==> config.mk <==
export PLATFORM = sky130hd
export DESIGN_NAME = pixel_arbiter_2d
export DESIGN_NICKNAME = d
export VERILOG_FILES = /design/src/rtl/pixel_arbiter_2d.sv
export SDC_FILE = /design/constraint.sdc
export NUM_CORES = 1
export LEC_CHECK = 0
export ABC_CLOCK_PERIOD_IN_PS = 5500
export CAP_MARGIN = 40
export CORE_ASPECT_RATIO = 1.25
export CORE_MARGIN = 8
export CORE_UTILIZATION = 36
export DETAILED_ROUTE_END_ITERATION = 12
export PLACE_DENSITY = 0.67
export SLEW_MARGIN = 20
export SYNTH_ARGS = -nofsm -noshare
export SYNTH_HDL_FRONTEND = slang
export SYNTH_SLANG_ARGS = --single-unit
==> constraint.sdc <==
create_clock -name clk_i -period 5.5 [get_ports clk_i]
set_clock_uncertainty 0.1 [all_clocks]
set_input_delay 1.1 -clock clk_i [delete_from_list [all_inputs] [get_ports clk_i]]
set_output_delay 1.1 -clock clk_i [all_outputs]
set_load 0.02 [all_outputs]
==> src/rtl/pixel_arbiter_2d.sv <==
// Two-level (row, then column) round-robin arbiter over a snapshot of one pixel block's request matrix.
// Define ARB_GRP_COUNT_EN to add the grp_count_o accepted-event counter.
module pixel_arbiter_2d #(
    parameter int ROWS    = 4,
    parameter int COLS    = 4,
    parameter int ROW_ADD = $clog2(ROWS),
    parameter int COL_ADD = $clog2(COLS),
    parameter int CNT_W   = $clog2(ROWS*COLS+1)
) (
    input  logic                      clk_i,
    input  logic                      reset_ni,
    input  logic                      enable_i,
    input  logic [ROWS-1:0][COLS-1:0] req_i,
    input  logic                      gnt_ready_i,
    output logic [ROWS-1:0][COLS-1:0] gnt_o,
    output logic                      gnt_valid_o,
    output logic [ROW_ADD-1:0]        x_add_o,
    output logic [COL_ADD-1:0]        y_add_o,
    output logic                      req_o,
    output logic                      active_o,
    output logic                      grp_release_o
`ifdef ARB_GRP_COUNT_EN
    ,
    output logic [CNT_W-1:0]          grp_count_o
`endif
);

    typedef enum logic [1:0] {IDLE, ROW_SEL, COL_GRANT, RELEASE} state_t;

    state_t                    state;
    state_t                    next_state;
    logic [ROWS-1:0][COLS-1:0] snap;
    logic [ROW_ADD-1:0]        row_ptr;
    logic                      row_found;
    logic [ROW_ADD-1:0]        found_row;
    logic [COL_ADD-1:0]        first_col;
    logic [COLS-1:0]           row_rest;
    logic                      has_more;
    logic [COL_ADD-1:0]        next_col;
    logic                      transfer;
    logic                      abort;
    logic                      start;

    if (CNT_W < $clog2(ROWS*COLS+1)) begin : g_cnt_w_check
        $error("pixel_arbiter_2d: CNT_W cannot hold ROWS*COLS events");
    end

    function automatic logic [ROW_ADD-1:0] wrap_row(input int r);
        wrap_row = (r >= ROWS) ? ROW_ADD'(r - ROWS) : ROW_ADD'(r);
    endfunction

    function automatic logic [COL_ADD-1:0] lowest_col(input logic [COLS-1:0] bits);
        lowest_col = '0;
        for (int c = COLS-1; c >= 0; c--) begin
            if (bits[c]) lowest_col = COL_ADD'(c);
        end
    endfunction

    assign transfer = gnt_valid_o & gnt_ready_i;
    assign abort    = (state != IDLE) & ~enable_i;
    assign start    = (state == IDLE) & enable_i & (|req_i);

    // Circular row search: scanning downwards lets the row nearest row_ptr win.
    always_comb begin
        row_found = 1'b0;
        found_row = '0;
        for (int i = ROWS-1; i >= 0; i--) begin
            if (|snap[wrap_row(int'(row_ptr) + i)]) begin
                row_found = 1'b1;
                found_row = wrap_row(int'(row_ptr) + i);
            end
        end
        first_col = lowest_col(snap[found_row]);
    end

    always_comb begin
        row_rest          = snap[x_add_o];
        row_rest[y_add_o] = 1'b0;
        has_more          = |row_rest;
        next_col          = lowest_col(row_rest);
    end

    always_ff @(posedge clk_i) begin
        if (!reset_ni) state <= IDLE;
        else           state <= next_state;
    end

    always_comb begin
        next_state = state;
        case (state)
            IDLE:      if (start) next_state = ROW_SEL;
            ROW_SEL:   next_state = row_found ? COL_GRANT : RELEASE;
            COL_GRANT: if (transfer && !has_more) next_state = ROW_SEL;
            RELEASE:   next_state = IDLE;
            default:   next_state = IDLE;
        endcase
        if (abort) next_state = IDLE;
    end

    always_comb begin
        req_o = |req_i;
        gnt_o = '0;
        if (gnt_valid_o) gnt_o[x_add_o][y_add_o] = 1'b1;
    end

    // An abort drops the pending grant and the snapshot but keeps row_ptr for fairness.
    always_ff @(posedge clk_i) begin
        if (!reset_ni) begin
            snap          <= '0;
            row_ptr       <= '0;
            gnt_valid_o   <= 1'b0;
            x_add_o       <= '0;
            y_add_o       <= '0;
            active_o      <= 1'b0;
            grp_release_o <= 1'b0;
        end else begin
            active_o      <= (next_state != IDLE);
            grp_release_o <= 1'b0;
            if (abort) begin
                snap        <= '0;
                gnt_valid_o <= 1'b0;
            end else begin
                case (state)
                    IDLE: begin
                        if (start) snap <= req_i;
                    end
                    ROW_SEL: begin
                        if (row_found) begin
                            x_add_o     <= found_row;
                            y_add_o     <= first_col;
                            gnt_valid_o <= 1'b1;
                        end else begin
                            grp_release_o <= 1'b1;
                        end
                    end
                    COL_GRANT: begin
                        if (transfer) begin
                            snap[x_add_o][y_add_o] <= 1'b0;
                            if (has_more) begin
                                y_add_o <= next_col;
                            end else begin
                                gnt_valid_o <= 1'b0;
                                row_ptr     <= wrap_row(int'(x_add_o) + 1);
                            end
                        end
                    end
                    default: ;
                endcase
            end
        end
    end

`ifdef ARB_GRP_COUNT_EN
    always_ff @(posedge clk_i) begin
        if (!reset_ni || abort || start) grp_count_o <= '0;
        else if (transfer)               grp_count_o <= grp_count_o + CNT_W'(1);
    end
`endif

endmodule
**Yosys cells after proc, flatten, opt, wreduce, memory -nomap -nowiden**

Index checks and enable logic that the tools add are counted.

- $add $sub $neg: 9
- $lt $le $gt $ge: 14
- Equal/unequal tests: 8
- Mux-type cells: 55
- Bitwise operators: 13
- Reduce and logical (&&, ||, !) cells: 22

Operators by type and width:

| kind | number |
|---|---|
| 4-bit binary-select mux with 2-bit select | 6 |
| 16-bit 2-to-1 mux | 3 |
| 2-bit 2-to-1 mux | 23 |
| 16-bit one-hot mux with 2 select lines | 1 |
| 4-bit 2-to-1 mux | 7 |
| 2-bit by 3-bit < comparator with 1-bit output (second input constant) | 7 |
| 4-bit OR reduction | 5 |
| 16-bit bitwise AND | 1 |
| 16-bit inverter | 1 |
| 16-bit OR reduction | 1 |
| 3-bit >= comparator (second input constant) | 4 |
| 1-bit 2-to-1 mux | 10 |
| 2-bit inequality test (second input constant) | 5 |
| 2-bit by 1-bit subtractor with 2-bit output (second input constant) | 5 |
| 4-bit demux with 2-bit select | 1 |
| 2-bit one-hot mux with 4 select lines | 1 |
| 4-bit AND reduction | 2 |
| 2-bit nonzero test | 4 |
| 2-bit by 1-bit adder with 3-bit output (second input constant) | 2 |
| 2-bit by 2-bit adder with 3-bit output (second input constant) | 2 |
| 3-bit AND reduction | 2 |
| 1-bit inverter | 5 |
| 5-bit AND reduction | 1 |
| 1-bit bitwise AND | 4 |
| 14 further kinds | 18 |

- Register bits: 27
- Input bits: 20
- Output and inout bits: 24
- Logic and storage cells: 132

**Depth between registers and ports, before layout**

- Depth after elaboration: 18
- Gate-level depth with buffers: 8

**Least setup slack after synthesis**

No wires, ideal clock.

- Path kind: input to register
- Start point: input req_i[3] (netlist name)
- End point: register snap[0] (netlist name)
- Arrival: 2.772 ns
- Setup slack: 2.558 ns
- Cell stages on the path: 8
- Path buffers: 2
- Cell sequence: nor4_1 -> nand4_1 -> and3_1 -> clkbuf_1 -> nor2_1 -> clkbuf_1 -> o21ai_0 -> a21oi_1

- Word-level cells in the longest chain between the ends: 4

RTL lines:

| element | RTL line | source |
|---|---|---|
| start, declared | 13 | `input logic [ROWS-1:0][COLS-1:0] req_i,` |
| 16-bit OR reduction | n/a |  |
| net req_o | 19 | `output logic req_o,` |
| 1-bit bitwise AND | 61 | `assign start = (state == IDLE) & enable_i & (\|req_i);` |
| 2-bit inequality test (no line) | n/a |  |
| 3-bit AND reduction (no line) | n/a |  |
| end signal, assigned | 125 | `if (start) snap <= req_i;` |
| end, declared | 32 | `logic [ROWS-1:0][COLS-1:0] snap;` |

The timed path passes the listed nets, and every way through them passes these cells.
A chain may end at the register's enable or synchronous reset.

**Final worst setup path**

- Start point: input req_i[6] (netlist name)
- End point: output req_o

- Word-level cells in the longest chain between the ends: 1

RTL lines:

| element | RTL line | source |
|---|---|---|
| 16-bit OR reduction | 101 | `req_o = \|req_i;` |
| end, declared | 19 |  |

No other way between the ends.

==> key figures <==
Clocking
  – Hold buffer count at CTS: 0
  – Clk sink count: 27
  – H-tree depth: 1
  – CTS Buf Count: 3
  – Clock Tree Buf Depth: 2
  – Clock root cell: clkbuf_8
  – CTS tree: built
  – Clock transition at path regs: 0.09 ns
  – # Post-CTS Setup Buffers: 0
  – Cts repair resizes: 0
  – Clock latency on the worst-skew pair: about 0.27 ns

Setup path
  – Crit-path cells: clkdlybuf4s50_1, nor4_1, nand4_1, clkdlybuf4s50_1
  – Worst Path Arrival: about 2.8 ns
  – Slowest cell on crit path: clkdlybuf4s50_1
  – Worst stage delay on the critical path: 0.60 ns
  – Most frequent CP cell: clkdlybuf4s50_1
  – R2r endpoint: row_ptr[1]$_SDFFE_PN0P_
  – Crit start category: primary input
  – R2R Path Start: x_add_o[1]$_SDFFE_PN0P_
  – Critical path class: primary input to output port
  – Critical Path RT: around 4.3 ns
  – CP bufs+invs: 2
  – Reg2Reg Setup Slack: 3.05 ns
  – CP top delay family: buffers and inverters
  – R2R cell count: 7
  – Critical-path maximum fanout: 2
  – Setup crit end kind: output port

Status
  – Status: finished, final reports clean

Logic synthesis
  – Gate count of the mapped netlist: 232
  – Cell accounting for the most synthesized area: dfxtp_1
  – Post-Synth Adder-Cell Area: 2.70%
  – Synth cell types: 42
  – Synthesized Nets: between 200 and 300
  – Post-Syn Area: 0.00185 sq mm
  – Post-synth top area share: 29.2%
  – Synth Area in Simple Gates: 25.4%
  – FF+latch count, synth: 27
  – Synth warn: 0
  – Synth Flop Type: dfxtp_1
  – Largest family of logic cells by synthesized area: compound AO/OA/AOI/OAI gates
  – Mux cell area share after synthesis: 11.6%
  – Ys async rst share: 0%
  – EDFF count, synth: 0
  – Compound-Gate Fraction of Synth Area: 27.0%
  – Synthesized area per cell: between 7 and 8 sq um
  – Post-Synth XOR/XNOR Area: 0%
  – Top cells by area, synth: dfxtp_1 (29%), a21oi_1 (9.5%), nand2_1 (6.1%)
  – Seq/Total Area, Yosys: between 20 and 30%

STA
  – Fmax: around 250 MHz
  – Min Tclk post-route: 3.96 ns
  – Max Slew Vio Count: 0
  – Final Hold Fails: 0
  – Unrepaired setup endpoints after global routing: false
  – Rel. slew slack: 51.2%
  – Final setup fails: 0
  – Slew @ Worst Pin: 0.732 ns
  – Crit share post-route: 72.1%
  – Setup TNS: 0 ns

Global routing
  – GRT Total Usage: 14.3%
  – Largest net degree at the start of global routing: 22
  – Initial antenna violation count: 0
  – Vias in the first global route: 1783
  – First-pass GRT wire length: 8670 um
  – Remaining global-route overflow: 0

Routing
  – Residual DRC: 0
  – Final WL: 5500 um
  – Via density: 5.56
  – Drt wl/cell: 16.6 um
  – DR pass1 iterations: 4
  – Number of routed nets with antenna violations: 0
  – Iteration-0 DRC count of the detailed router: roughly 120
  – Routed vias: 1839

Floorplanning
  – Die width: 80.1 um
  – DIE AREA: 0.00770 sq mm
  – Ports: between 40 and 50
  – Die height: 96.2 um
  – Starting Density: 37.0%
  – Site Rows: 29
  – Placeable Area: 0.00501 sq mm

Placed design
  – Post-DP HPWL: 4390 um
  – Port buffer count: 43
  – Routability cong.: 0.933
  – Dpl cells: 327

Cells and area
  – Layout filler cell count: 514
  – Most common cell after layout, fill and taps aside: clkdlybuf4s50_1
  – Fraction of layout cells with a size suffix above 1: 9.29%
  – Post-Layout Cell Count: 331
  – Post-Route Utilization: 47.0%
  – Antenna diode count: 0
  – Fin nets: between 200 and 300
  – Area delta synth->final: 27.1%
  – Leading cell types in the layout, fill and taps excluded: clkdlybuf4s50_1 (43), a21oi_1 (35), nand2_1 (30), nor2_1 (27), dfxtp_1 (27)

Power and ir drop
  – Static leakage: 0.000813 uW
  – Design Power: 583 uW
  – PwrDens: 248 mW/mm^2
  – VDD IR max: 0.112 mV

Flow run
  – Total of max-cap violations: 0

Worst hold path
  – Hold path depth: 2
  – Hold Path Class: flop to flop
  – Hold endpoint: snap[4]$_SDFFE_PP0P_
  – Worst hold start: snap[4]$_SDFFE_PP0P_
-- cells by family after synthesis --
| kind of cell | Yosys count |
|---|---|
| muxes | 16 |
| adders and majority gates | 4 |
| AOI/OAI and AO/OA | 78 |
| and+or+nand+nor | 92 |
| DFF | 27 |
| buffers and inverters | 15 |
-- worst max path at each step --
stage                   from  slack [ns]              endpoint  cells after the start
finish              req_i[6]        1.54                 req_o                      4
floorplan           req_i[3]        2.56  snap[0]$_SDFFE_PP0P_                      8
global route        req_i[6]        1.49                 req_o                      4
global placement    req_i[6]        1.52                 req_o                      4
CTS                 req_i[6]        1.52                 req_o                      4
detailed placement  req_i[6]        1.52                 req_o                      4
-- registers in the layout (all words and copies together) (netlist names) --
name	cells
grp_release_o	1
active_o	1
gnt_valid_o	1
y_add_o	2
row_ptr	2
x_add_o	2
state	2
snap	16
-- metrics by stage --
step,area (sq um),hold WS (ns),worst slack (ns)
3_3_place_gp,2310,0.418,1.52
5_1_grt,2350,0.474,1.49
4_1_cts,2350,0.446,1.52
6_report,2350,0.452,1.54
2_1_floorplan,1850,0.381,2.56
3_5_place_dp,2310,0.423,1.52
-- Yosys cell counts, types with 2 or more instances --
cell type   n
a21oi_1    35
nand2_1    30
dfxtp_1    27
nor2_1     27
o21ai_0    16
mux2i_1    11
clkbuf_1    8
nor2b_1     8
a31oi_1     6
nor4_1      5
o21ai_1     5
ha_1        4
inv_1       4
nand2b_1    4
nor4_2      4
mux4_2      3
nand4_1     3
nor3_1      3
or4_4       3
a32o_1      2
buf_6       2
o221ai_2    2
-- where the power goes --
| part | switching, uW | internal, uW | leakage [uW] |
|---|---|---|---|
| Combinational | 127 | 101 | 0.000567 |
| Clock | 64.3 | 50.8 | 0.0000255 |
| Sequential | 27.9 | 212 | 0.000221 |
-- metal layers --
| layer | up-vias | part of all wire (%) | GRT usage (%) | routed length (um) |
|---|---|---|---|---|
| met4 | 0 | 2.2 | 7.14 | 121 |
| met3 | 8 | 7.6 | 2.34 | 418 |
| li1 | 929 | - | - | - |
| met2 | 62 | 51 | 25.7 | 2830 |
| met5 | - | 0 | 0 | 0 |
| met1 | 840 | 39 | 15.9 | 2130 |
-- worst register-to-register path: cells and delay by family, from the launching register on --
family | cells | cell delay [ns]
mux | 2 | 0.78
simple gates | 4 | 0.70
flops | 1 | 0.56
compound gates | 1 | 0.22
-- final cells by class --
cell class / instances / area [sq um] / share of cell area, %
clock inverter: 1 / 5.00 / 0.213
clock buffer: 3 / 41.3 / 1.76
multi-input combinational: 190 / 1230 / 52.5
inverter: 4 / 15.0 / 0.638
timing repair buffer: 44 / 438 / 18.6
sequential: 27 / 541 / 23.0
tap: 62 / 77.6 / 3.30
(Power assumes the default switching activity.)
